[src/rtl/tdm_demux4_rx_if.sv]
// Slot-serial link into the 4:1 TDM receiver, plus the parallel word and status it produces.
interface tdm_demux4_rx_if #(
    parameter int DATA_W = 1
);
    logic                  din_valid;
    logic                  frame_start;
    logic [DATA_W-1:0]     din;
    logic [4*DATA_W-1:0]   dataout;
    logic                  dout_valid;
    logic                  busy;
    logic                  frame_err;
    logic                  parity_err;

    modport master (
        output din_valid, frame_start, din,
        input  dataout, dout_valid, busy, frame_err, parity_err
    );

    modport slave (
        input  din_valid, frame_start, din,
        output dataout, dout_valid, busy, frame_err, parity_err
    );
endinterface

[src/rtl/tdm_demux4_rx.sv]
// 4:1 TDM receiver: reassembles slot-serial beats into a 4-channel parallel word.
// Optional TDM_PARITY_EN adds a fifth even-parity slot checked before the word is published.
//
// state   | meaning
// HUNT    | waiting for a valid beat with frame_start (slot 0)
// COLLECT | slot 0 captured, gathering the remaining slots
module tdm_demux4_rx #(
    parameter int DATA_W = 1
) (
    input  logic              clk,
    input  logic              rst_n,
    tdm_demux4_rx_if.slave    link
);
    localparam logic [0:0] HUNT    = 1'b0;
    localparam logic [0:0] COLLECT = 1'b1;

`ifdef TDM_PARITY_EN
    localparam logic [2:0] LAST_SLOT = 3'd4;
    localparam int         NSTORE    = 4;
`else
    localparam logic [2:0] LAST_SLOT = 3'd3;
    localparam int         NSTORE    = 3;
`endif

    logic [0:0]               state;
    logic [2:0]               cnt;
    logic [NSTORE*DATA_W-1:0] shadow;
    logic [4*DATA_W-1:0]      dataout_r;
    logic                     dout_valid_r;
    logic                     frame_err_r;

`ifdef TDM_PARITY_EN
    logic              parity_err_r;
    logic [DATA_W-1:0] par_calc;

    always_comb begin
        par_calc = '0;
        for (int i = 0; i < 4; i++) begin
            par_calc = par_calc ^ shadow[i*DATA_W +: DATA_W];
        end
    end
`endif

    always_ff @(posedge clk or negedge rst_n) begin
        if (!rst_n) begin
            state        <= HUNT;
            cnt          <= 3'd0;
            shadow       <= '0;
            dataout_r    <= '0;
            dout_valid_r <= 1'b0;
            frame_err_r  <= 1'b0;
`ifdef TDM_PARITY_EN
            parity_err_r <= 1'b0;
`endif
        end else begin
            dout_valid_r <= 1'b0;
            frame_err_r  <= 1'b0;
`ifdef TDM_PARITY_EN
            parity_err_r <= 1'b0;
`endif
            if (link.din_valid) begin
                case (state)
                    HUNT: begin
                        if (link.frame_start) begin
                            shadow[DATA_W-1:0] <= link.din;
                            cnt                <= 3'd1;
                            state              <= COLLECT;
                        end
                    end
                    default: begin
                        if (link.frame_start) begin
                            // resync: drop the partial frame, this beat is the new slot 0
                            frame_err_r        <= 1'b1;
                            shadow[DATA_W-1:0] <= link.din;
                            cnt                <= 3'd1;
                        end else if (cnt == LAST_SLOT) begin
                            state <= HUNT;
                            cnt   <= 3'd0;
`ifdef TDM_PARITY_EN
                            if (link.din == par_calc) begin
                                dataout_r    <= shadow;
                                dout_valid_r <= 1'b1;
                            end else begin
                                parity_err_r <= 1'b1;
                            end
`else
                            dataout_r    <= {link.din, shadow};
                            dout_valid_r <= 1'b1;
`endif
                        end else begin
                            for (int i = 0; i < NSTORE; i++) begin
                                if (cnt == 3'(i)) begin
                                    shadow[i*DATA_W +: DATA_W] <= link.din;
                                end
                            end
                            cnt <= cnt + 3'd1;
                        end
                    end
                endcase
            end
        end
    end

    assign link.dataout    = dataout_r;
    assign link.dout_valid = dout_valid_r;
    assign link.busy       = (state == COLLECT);
    assign link.frame_err  = frame_err_r;
`ifdef TDM_PARITY_EN
    assign link.parity_err = parity_err_r;
`else
    assign link.parity_err = 1'b0;
`endif

endmodule
[src/flat_wrapper.sv]
// flat-port wrapper written by rule: the top's interface ports become plain ports
module tdm_demux4_rx_flat 
#(
    parameter int DATA_W = 1
)
  (clk, rst_n, link_din_valid, link_frame_start, link_din, link_dataout, link_dout_valid, link_busy, link_frame_err, link_parity_err);
  tdm_demux4_rx_if #(.DATA_W(DATA_W)) link_i ();
  input  logic clk;
  input  logic rst_n;
  input wire logic [$bits(link_i.din_valid)-1:0] link_din_valid;
  input wire logic [$bits(link_i.frame_start)-1:0] link_frame_start;
  input wire logic [$bits(link_i.din)-1:0] link_din;
  output wire logic [$bits(link_i.dataout)-1:0] link_dataout;
  output wire logic [$bits(link_i.dout_valid)-1:0] link_dout_valid;
  output wire logic [$bits(link_i.busy)-1:0] link_busy;
  output wire logic [$bits(link_i.frame_err)-1:0] link_frame_err;
  output wire logic [$bits(link_i.parity_err)-1:0] link_parity_err;
  assign link_i.din_valid = link_din_valid;
  assign link_i.frame_start = link_frame_start;
  assign link_i.din = link_din;
  assign link_dataout = link_i.dataout;
  assign link_dout_valid = link_i.dout_valid;
  assign link_busy = link_i.busy;
  assign link_frame_err = link_i.frame_err;
  assign link_parity_err = link_i.parity_err;
  tdm_demux4_rx #(.DATA_W(DATA_W)) u_core (.clk(clk), .rst_n(rst_n), .link(link_i));
endmodule
[config.mk]
export PLATFORM = sky130hd
export DESIGN_NAME = tdm_demux4_rx_flat
export DESIGN_NICKNAME = d
export VERILOG_FILES = /design/src/rtl/tdm_demux4_rx_if.sv /design/src/rtl/tdm_demux4_rx.sv /design/src/flat_wrapper.sv
export SDC_FILE = /design/constraint.sdc
export NUM_CORES = 1
export LEC_CHECK = 0
export ABC_AREA = 1
export CORE_AREA = 3 3 40 42
export DETAILED_ROUTE_END_ITERATION = 10
export DIE_AREA = 0 0 43 45
export DONT_BUFFER_PORTS = 1
export GPL_TIMING_DRIVEN = 0
export HOLD_SLACK_MARGIN = 0.08
export SETUP_SLACK_MARGIN = 0.3
export SKIP_CTS_REPAIR_TIMING = 1
export SYNTH_ARGS = -nofsm -noshare
export SYNTH_HDL_FRONTEND = slang
export SYNTH_SLANG_ARGS = --single-unit
[constraint.sdc]
create_clock -name clk -period 1.6 [get_ports clk]
set_input_delay 0.32 -clock clk [delete_from_list [all_inputs] [get_ports clk]]
set_output_delay 0.32 -clock clk [all_outputs]
set_load 0.005 [all_outputs]
==> results.ini, run 1 <==
[worst_hold_path]
hold_depth = 1
hold_class = in -> reg
holdCritStartpoint = link_din_valid

[synthesis]
mappedNetlistNets = 80
synth_cells = 71
yosysUniqueCellTypes = 19
synthesized_area_um2 = 641
synth.yosys.warnings = 0
avgSynthCellArea_um2 = 9.02
synth_seq_cells = 13
synth-seq-area-share_pct = 50.8

[timing]
final-setup-viol-count = 0
timing.setup.tns_ns = 0
setup_slack_ns = 0.402
final-hold-violation-count = 0
finalMaxSlewViolations = 0
min_period_ns = 1.20
final.setup_skew_ns = 0.00303
grt_setup_unrepaired = false
timing_worst_slew_pin_value_ns = 0.590
max_clock_freq_mhz = 835
final.period_utilization_pct = 74.9
slew_headroom_pct = 60.6

[detailed_routing]
drc = 0
drt-pass1-iter-count = 4
drt_wl_total_mm = 1.10
ant_nets = 0
avgRoutedWirePerCell_um = 12.1
vias = 463
drt_first_iter_violations = 6
detail_route.vias_per_cell = 5.09

[die]
num_io_pins = 13
floorplan.initialDensity_pct = 49.9
die-height_um = 45
die_outline_width_um = 43
die-area_um2 = 1940
core_um2 = 1280
placementRows = 13

[critical_path]
worst_setup_path_startpoint = u_core.cnt[0]$_DFFE_PN0P_
timing.critical_path.max_delay_family = flip-flops
crit_slowest_cell = dfrtp_1
path_class = reg -> reg
crit_buf_inv = 1
slowest_delay_ns = 0.41
start_kind = flip-flop
required_time_of_the_critical_path_ns = 1.77
worst-path-stages = 7
path_common_cell = nand2_1
critPathCaptureType = flip-flop
reg2reg_depth = 7
crit_fanout = 7
crit_arrival_ns = 1.37
critical_path.reg2reg.startpoint = u_core.cnt[0]$_DFFE_PN0P_
timing.critical_path.cells = ha_1 > nand2_2 > nor2_4 > nand2_4 > inv_4 > nand2_1 > nand2_1
timing.reg2reg.setup_slack_ns = 0.40

[global_routing]
antenna_violations_before_repair = 0
grt_util_all_layers_pct = 13.3
first_global_vias = 445
remaining_global_route_overflow = 0
grt_max_degree = 14
grt_first_pass_wirelength_mm = 1.86

[place]
placedInstanceArea_um2 = 659
pre_cts_setup_slack_ns = 0.414
finalWeightedCongestion = 0.872
port-buffer-count = 0
place.detailed.instances = 86
place.detailed.hpwl_um = 854

[layout]
instances_no_fill = 91
num-fill-cells = 116
layout.nets = 86
layout_commonest_cell = nand2_1
flow.area_growth_from_synthesis_pct = 9.18
drive_above_1_share_pct = 18.4
area_of_all_placed_cells_without_fillers_um2 = 699
n_antenna_cell = 0
layout_common_cells = 18 x nand2_1, 13 x dfrtp_1, 6 x nand3_1

[cts]
number_of_buffers_inserted_during_clock_tree_synthesis = 3
cts_buffer_depth = 2
cts.root.buffer_cell = clkbuf_4
worst_skew_pair_latency_ns = 0.28
clock_transition_at_path_regs_ns = 0.08
cts_max_level = 1
tritoncts = yes
cts_sinks = 13

[power_and_ir_drop]
total_leakage_power_nw = 0.369
fin_total_pwr_mw = 0.918
ir_worst_vdd_mv = 0.605
power_per_cell_area_nw_per_um2 = 1310

[run_status]
result_of_the_run = finished clean

[flow_run]
drv_cap = 0

-- Yosys cell counts, drive strengths merged --
master,instances,area (µm²)
nand2,22,97.6
dfrtp,13,325
inv,9,36.3
nand3,6,30.0
ha,4,50.1
o21ai,4,20.0
nand4,3,18.8
nor2,3,18.8
a21oi,2,10.0
o21bai,2,15.0
buf,1,7.51
conb,1,3.75
o211ai,1,7.51
-- stage by stage --
step | utilization, % | hold WS, ns
2_1_floorplan | - | 0.0244
3_3_place_gp | 51.3 | 0.0247
3_5_place_dp | 51.3 | 0.0247
4_1_cts | 53.4 | -0.278
5_1_grt | 54.4 | 0.133
6_report | 54.4 | 0.147
-- flip-flops by register name, summed over array words and instances, names as in the netlist --
name,count
u_core.link.frame_err,1
u_core.link.dout_valid,1
u_core.shadow,3
u_core.link.dataout,4
u_core.link.busy,1
u_core.cnt,3
-- worst paths after layout --
path / end
worst max-delay path: u_core.link.dataout[0]$_DFFE_PN0P_
worst min-delay path: u_core.link.busy$_DFFE_PN0P_
worst max register to register: u_core.link.dataout[0]$_DFFE_PN0P_
worst min register to register: u_core.shadow[0]$_DFFE_PN0P_
max in group asynchronous: u_core.shadow[2]$_DFFE_PN0P_
min in group asynchronous: u_core.link.dataout[3]$_DFFE_PN0P_
-- report_power, final --
| part | leakage [nW] | internal (mW) | switching, mW |
|---|---|---|---|
| logic | 0.191 | 0.0927 | 0.136 |
| clock network | 0.0150 | 0.0967 | 0.107 |
| registers | 0.163 | 0.426 | 0.0594 |
-- area by class of cell --
type	count	area, µm²	share of cell area, %
flip-flops and latches	13	325	46.5
multi-input cells	48	275	39.4
inverters	9	36.3	5.19
clock buffers	4	26.3	3.76
well taps	15	18.8	2.68
repair buffers	1	10.0	1.43
plain buffers	1	7.51	1.07
-- cells by family after synthesis --
kind of cell / share of synthesized area, %
AOI/OAI and AO/OA: 8.20
adders and majority gates: 7.81
buffers and inverters: 6.84
DFF: 50.8
other: 0.585
and+or+nand+nor: 25.8
-- metal layers --
metal / vias up / global-route usage, % / part of all wire, %
met5: - / 0 / 0
met4: 0 / 9.04 / 3.1
met3: 5 / 5.98 / 6.1
met2: 16 / 21.9 / 46
met1: 206 / 13.6 / 45
li1: 236 / - / -
Note: power is estimated with default switching activity, not from simulation.
==> run 2: changes to the inputs <==
--- a/config.mk
+++ b/config.mk
@@ -12,6 +12,7 @@
 export DONT_BUFFER_PORTS = 1
 export GPL_TIMING_DRIVEN = 0
 export HOLD_SLACK_MARGIN = 0.08
+export PLACE_DENSITY = 0.65
 export SETUP_SLACK_MARGIN = 0.3
 export SKIP_CTS_REPAIR_TIMING = 1
 export SYNTH_ARGS = -nofsm -noshare
==> constraint.sdc (replaced) <==
create_clock -name clk -period 1.1 [get_ports clk]
set_input_delay 0.22 -clock clk [delete_from_list [all_inputs] [get_ports clk]]
set_output_delay 0.22 -clock clk [all_outputs]
set_load 0.005 [all_outputs]
==> run 2 against run 1 <==
Against the previous run: the flow now finishes with violations (negative setup slack); global-route usage is 0.28 points higher; largest power group unchanged; clock power is 45% higher; worst hold slack worse by 0.061 ns; combinational power is 85% higher; die area stayed put; largest cell class unchanged; sequential cell count stayed put; count of clock-buffer cells in the layout stayed put; sequential share of layout area is 5.0 points lower.
==> results.ini, run 2 (synthesized netlist as in run 1, its figures left out) <==
[power_and_ir_drop]
switching_share_pct = 33.7  ; +0.72 points
power_per_cell_area_nw_per_um2 = 1840  ; +40%
p_clk_share_pct = 20.4  ; -1.8 points
combPwrFrac_pct = 29.2  ; +4.3 points
power.net_switching_mw = 0.488  ; +61%
fin_total_pwr_mw = 1.45  ; +58%
flop_pwr_share_pct = 50.3  ; -2.6 points
power.internal_mw = 0.960  ; +56%
ir_worst_vdd_mv = 0.745  ; +23%
total_leakage_power_nw = 0.391  ; +5.9%

[cts]
cts.root.buffer_cell = clkbuf_4
cts_sinks = 13  ; unchanged
cts_max_level = 1  ; unchanged
tritoncts = yes
clock_transition_at_path_regs_ns = 0.08  ; about the same
worst_skew_pair_latency_ns = 0.28  ; about the same
cts_buffer_depth = 2  ; unchanged
number_of_buffers_inserted_during_clock_tree_synthesis = 3  ; unchanged

[critical_path]
required_time_of_the_critical_path_ns = 1.27  ; -0.50 ns
start_kind = flip-flop
path_class = reg -> reg
critPathCaptureType = flip-flop
crit_fanout = 4  ; -3
timing.reg2reg.setup_slack_ns = -0.02  ; -0.43 ns
crit_arrival_ns = 1.29  ; -0.08 ns

[detailed_routing]
drt_first_iter_violations = 19  ; +13
avgRoutedWirePerCell_um = 12.8  ; +6.0%
drt_wl_total_mm = 1.23  ; +12%
ant_nets = 0  ; unchanged
drc = 0  ; unchanged
drt-pass1-iter-count = 4  ; unchanged
vias = 495  ; +6.9%
detail_route.vias_per_cell = 5.16  ; +1.3%

[die]
die-height_um = 45  ; unchanged
core_um2 = 1280  ; unchanged
num_io_pins = 13  ; unchanged
die_outline_width_um = 43  ; unchanged
placementRows = 13  ; unchanged
floorplan.initialDensity_pct = 49.9  ; unchanged
die-area_um2 = 1940  ; unchanged

[run_status]
failed_checks = negative setup slack
result_of_the_run = complete, but fails checks

[place]
finalWeightedCongestion = 0.798  ; -8.5%
place.detailed.instances = 86  ; unchanged
placedInstanceArea_um2 = 686  ; +4.0%
place.detailed.hpwl_um = 845  ; -1.1%
port-buffer-count = 0  ; unchanged

[timing]
timing.setup.tns_ns = -0.0517  ; -0.0517 ns
grt_setup_unrepaired = true
slew_headroom_pct = 61.0  ; +0.42 points
final-hold-violation-count = 0  ; unchanged
final.period_utilization_pct = 102  ; +27 points
final.setup_skew_ns = 0.00561  ; +0.00258 ns
max_clock_freq_mhz = 890  ; +6.6%
setup_slack_ns = -0.0231  ; -0.425 ns
final-setup-viol-count = 5  ; +5
finalMaxSlewViolations = 0  ; unchanged
timing_worst_slew_pin_value_ns = 0.583  ; -0.00629 ns
min_period_ns = 1.12  ; -0.0745 ns

[global_routing]
grt_first_pass_wirelength_mm = 1.82  ; -1.9%
first_global_vias = 407  ; -8.5%
grt_util_all_layers_pct = 13.5  ; +0.28 points
antenna_violations_before_repair = 0  ; unchanged
grt_max_degree = 14  ; unchanged
remaining_global_route_overflow = 0  ; unchanged

[layout]
area_of_all_placed_cells_without_fillers_um2 = 786  ; +12%
layout_common_cells = 15 x nand2_1, 12 x dfrtp_1, 5 x inv_2, 5 x nand2_2, 5 x nand3_1
drive_above_1_share_pct = 34.6  ; +16 points
layout.nets = 91  ; +5.8%
n_antenna_cell = 0  ; unchanged
flow.area_growth_from_synthesis_pct = 22.7
instances_no_fill = 96  ; +5.5%
layout_commonest_cell = nand2_1
num-fill-cells = 107  ; -7.8%
largest_register_ff_count = 4  ; unchanged

[worst_hold_path]
hold_class = in -> reg

[flow_run]
drv_cap = 0  ; unchanged

## run 2: cell types whose count changed in the layout (fill, tap and decap cells not counted), moves of 2 or more
cell,previous run,this run
nand2_1,18,15
nand2_2,3,5
inv_1,5,3
ha_1,4,1
ha_2,0,2
inv_2,3,5
buf_4,1,3
dlygate4sd3_1,1,3
## run 2: layer usage
metal / global-route usage, % / up-vias / part of all wire (%)
met1: 16.2 / 228 / 46
met3: 3.19 / 4 / 3.7
li1: - / 249 / -
met4: 12.7 / 0 / 2.5
met2: 20.1 / 14 / 48
met5: 0 / - / 0
## run 2: power by group through the flow
stage / Clock [mW] / Sequential [mW] / Combinational [mW]
finish: 0.296 / 0.729 / 0.423
global route: 0.324 / 0.739 / 0.486
CTS: 0.297 / 0.719 / 0.345
detailed placement: 0 / 0.729 / 0.343
global placement: 0 / 0.723 / 0.334
floorplan: 0 / 0.708 / 0.290
## run 2: final cells by class
class                   instances  area [µm²]  area share (%)
inverters                       9        36.3            4.62
repair buffers                  6        56.3            7.17
clock buffers                   4        26.3            3.34
multi-input cells              48         314            40.0
well taps                      15        18.8            2.39
flip-flops and latches         13         327            41.6
plain buffers                   1        7.51           0.955
## run 2: stage by stage
stage	setup WS, ns	util [%]	hold WS, ns
2_1_floorplan	0.0750	-	-0.0756
3_3_place_gp	0.0209	53.4	-0.0753
3_5_place_dp	0.00389	53.4	-0.0753
4_1_cts	-0.00647	55.4	-0.375
5_1_grt	-0.0878	61.1	0.0849
6_report	-0.0231	61.1	0.0859
## run 2: worst max-delay path, cell delays in order, from the launching register on
cell and delay (ns):
dfrtp_2 0.45, ha_4 0.19, nand3_1 0.14, nand3_1 0.11
nand2_1 0.07, nand2_1 0.05
## run 2: final timing paths
path,from,endpoint,depth (start not counted)
setup / recovery,u_core.cnt[1]$_DFFE_PN0P_,u_core.shadow[0]$_DFFE_PN0P_,5
hold / removal,link_din,u_core.shadow[1]$_DFFE_PN0P_,2
setup reg to reg,u_core.cnt[1]$_DFFE_PN0P_,u_core.shadow[0]$_DFFE_PN0P_,5
hold reg to reg,u_core.shadow[0]$_DFFE_PN0P_,u_core.link.dataout[0]$_DFFE_PN0P_,2
max in group asynchronous,rst_n,u_core.cnt[1]$_DFFE_PN0P_,1
min in group asynchronous,rst_n,u_core.link.busy$_DFFE_PN0P_,1
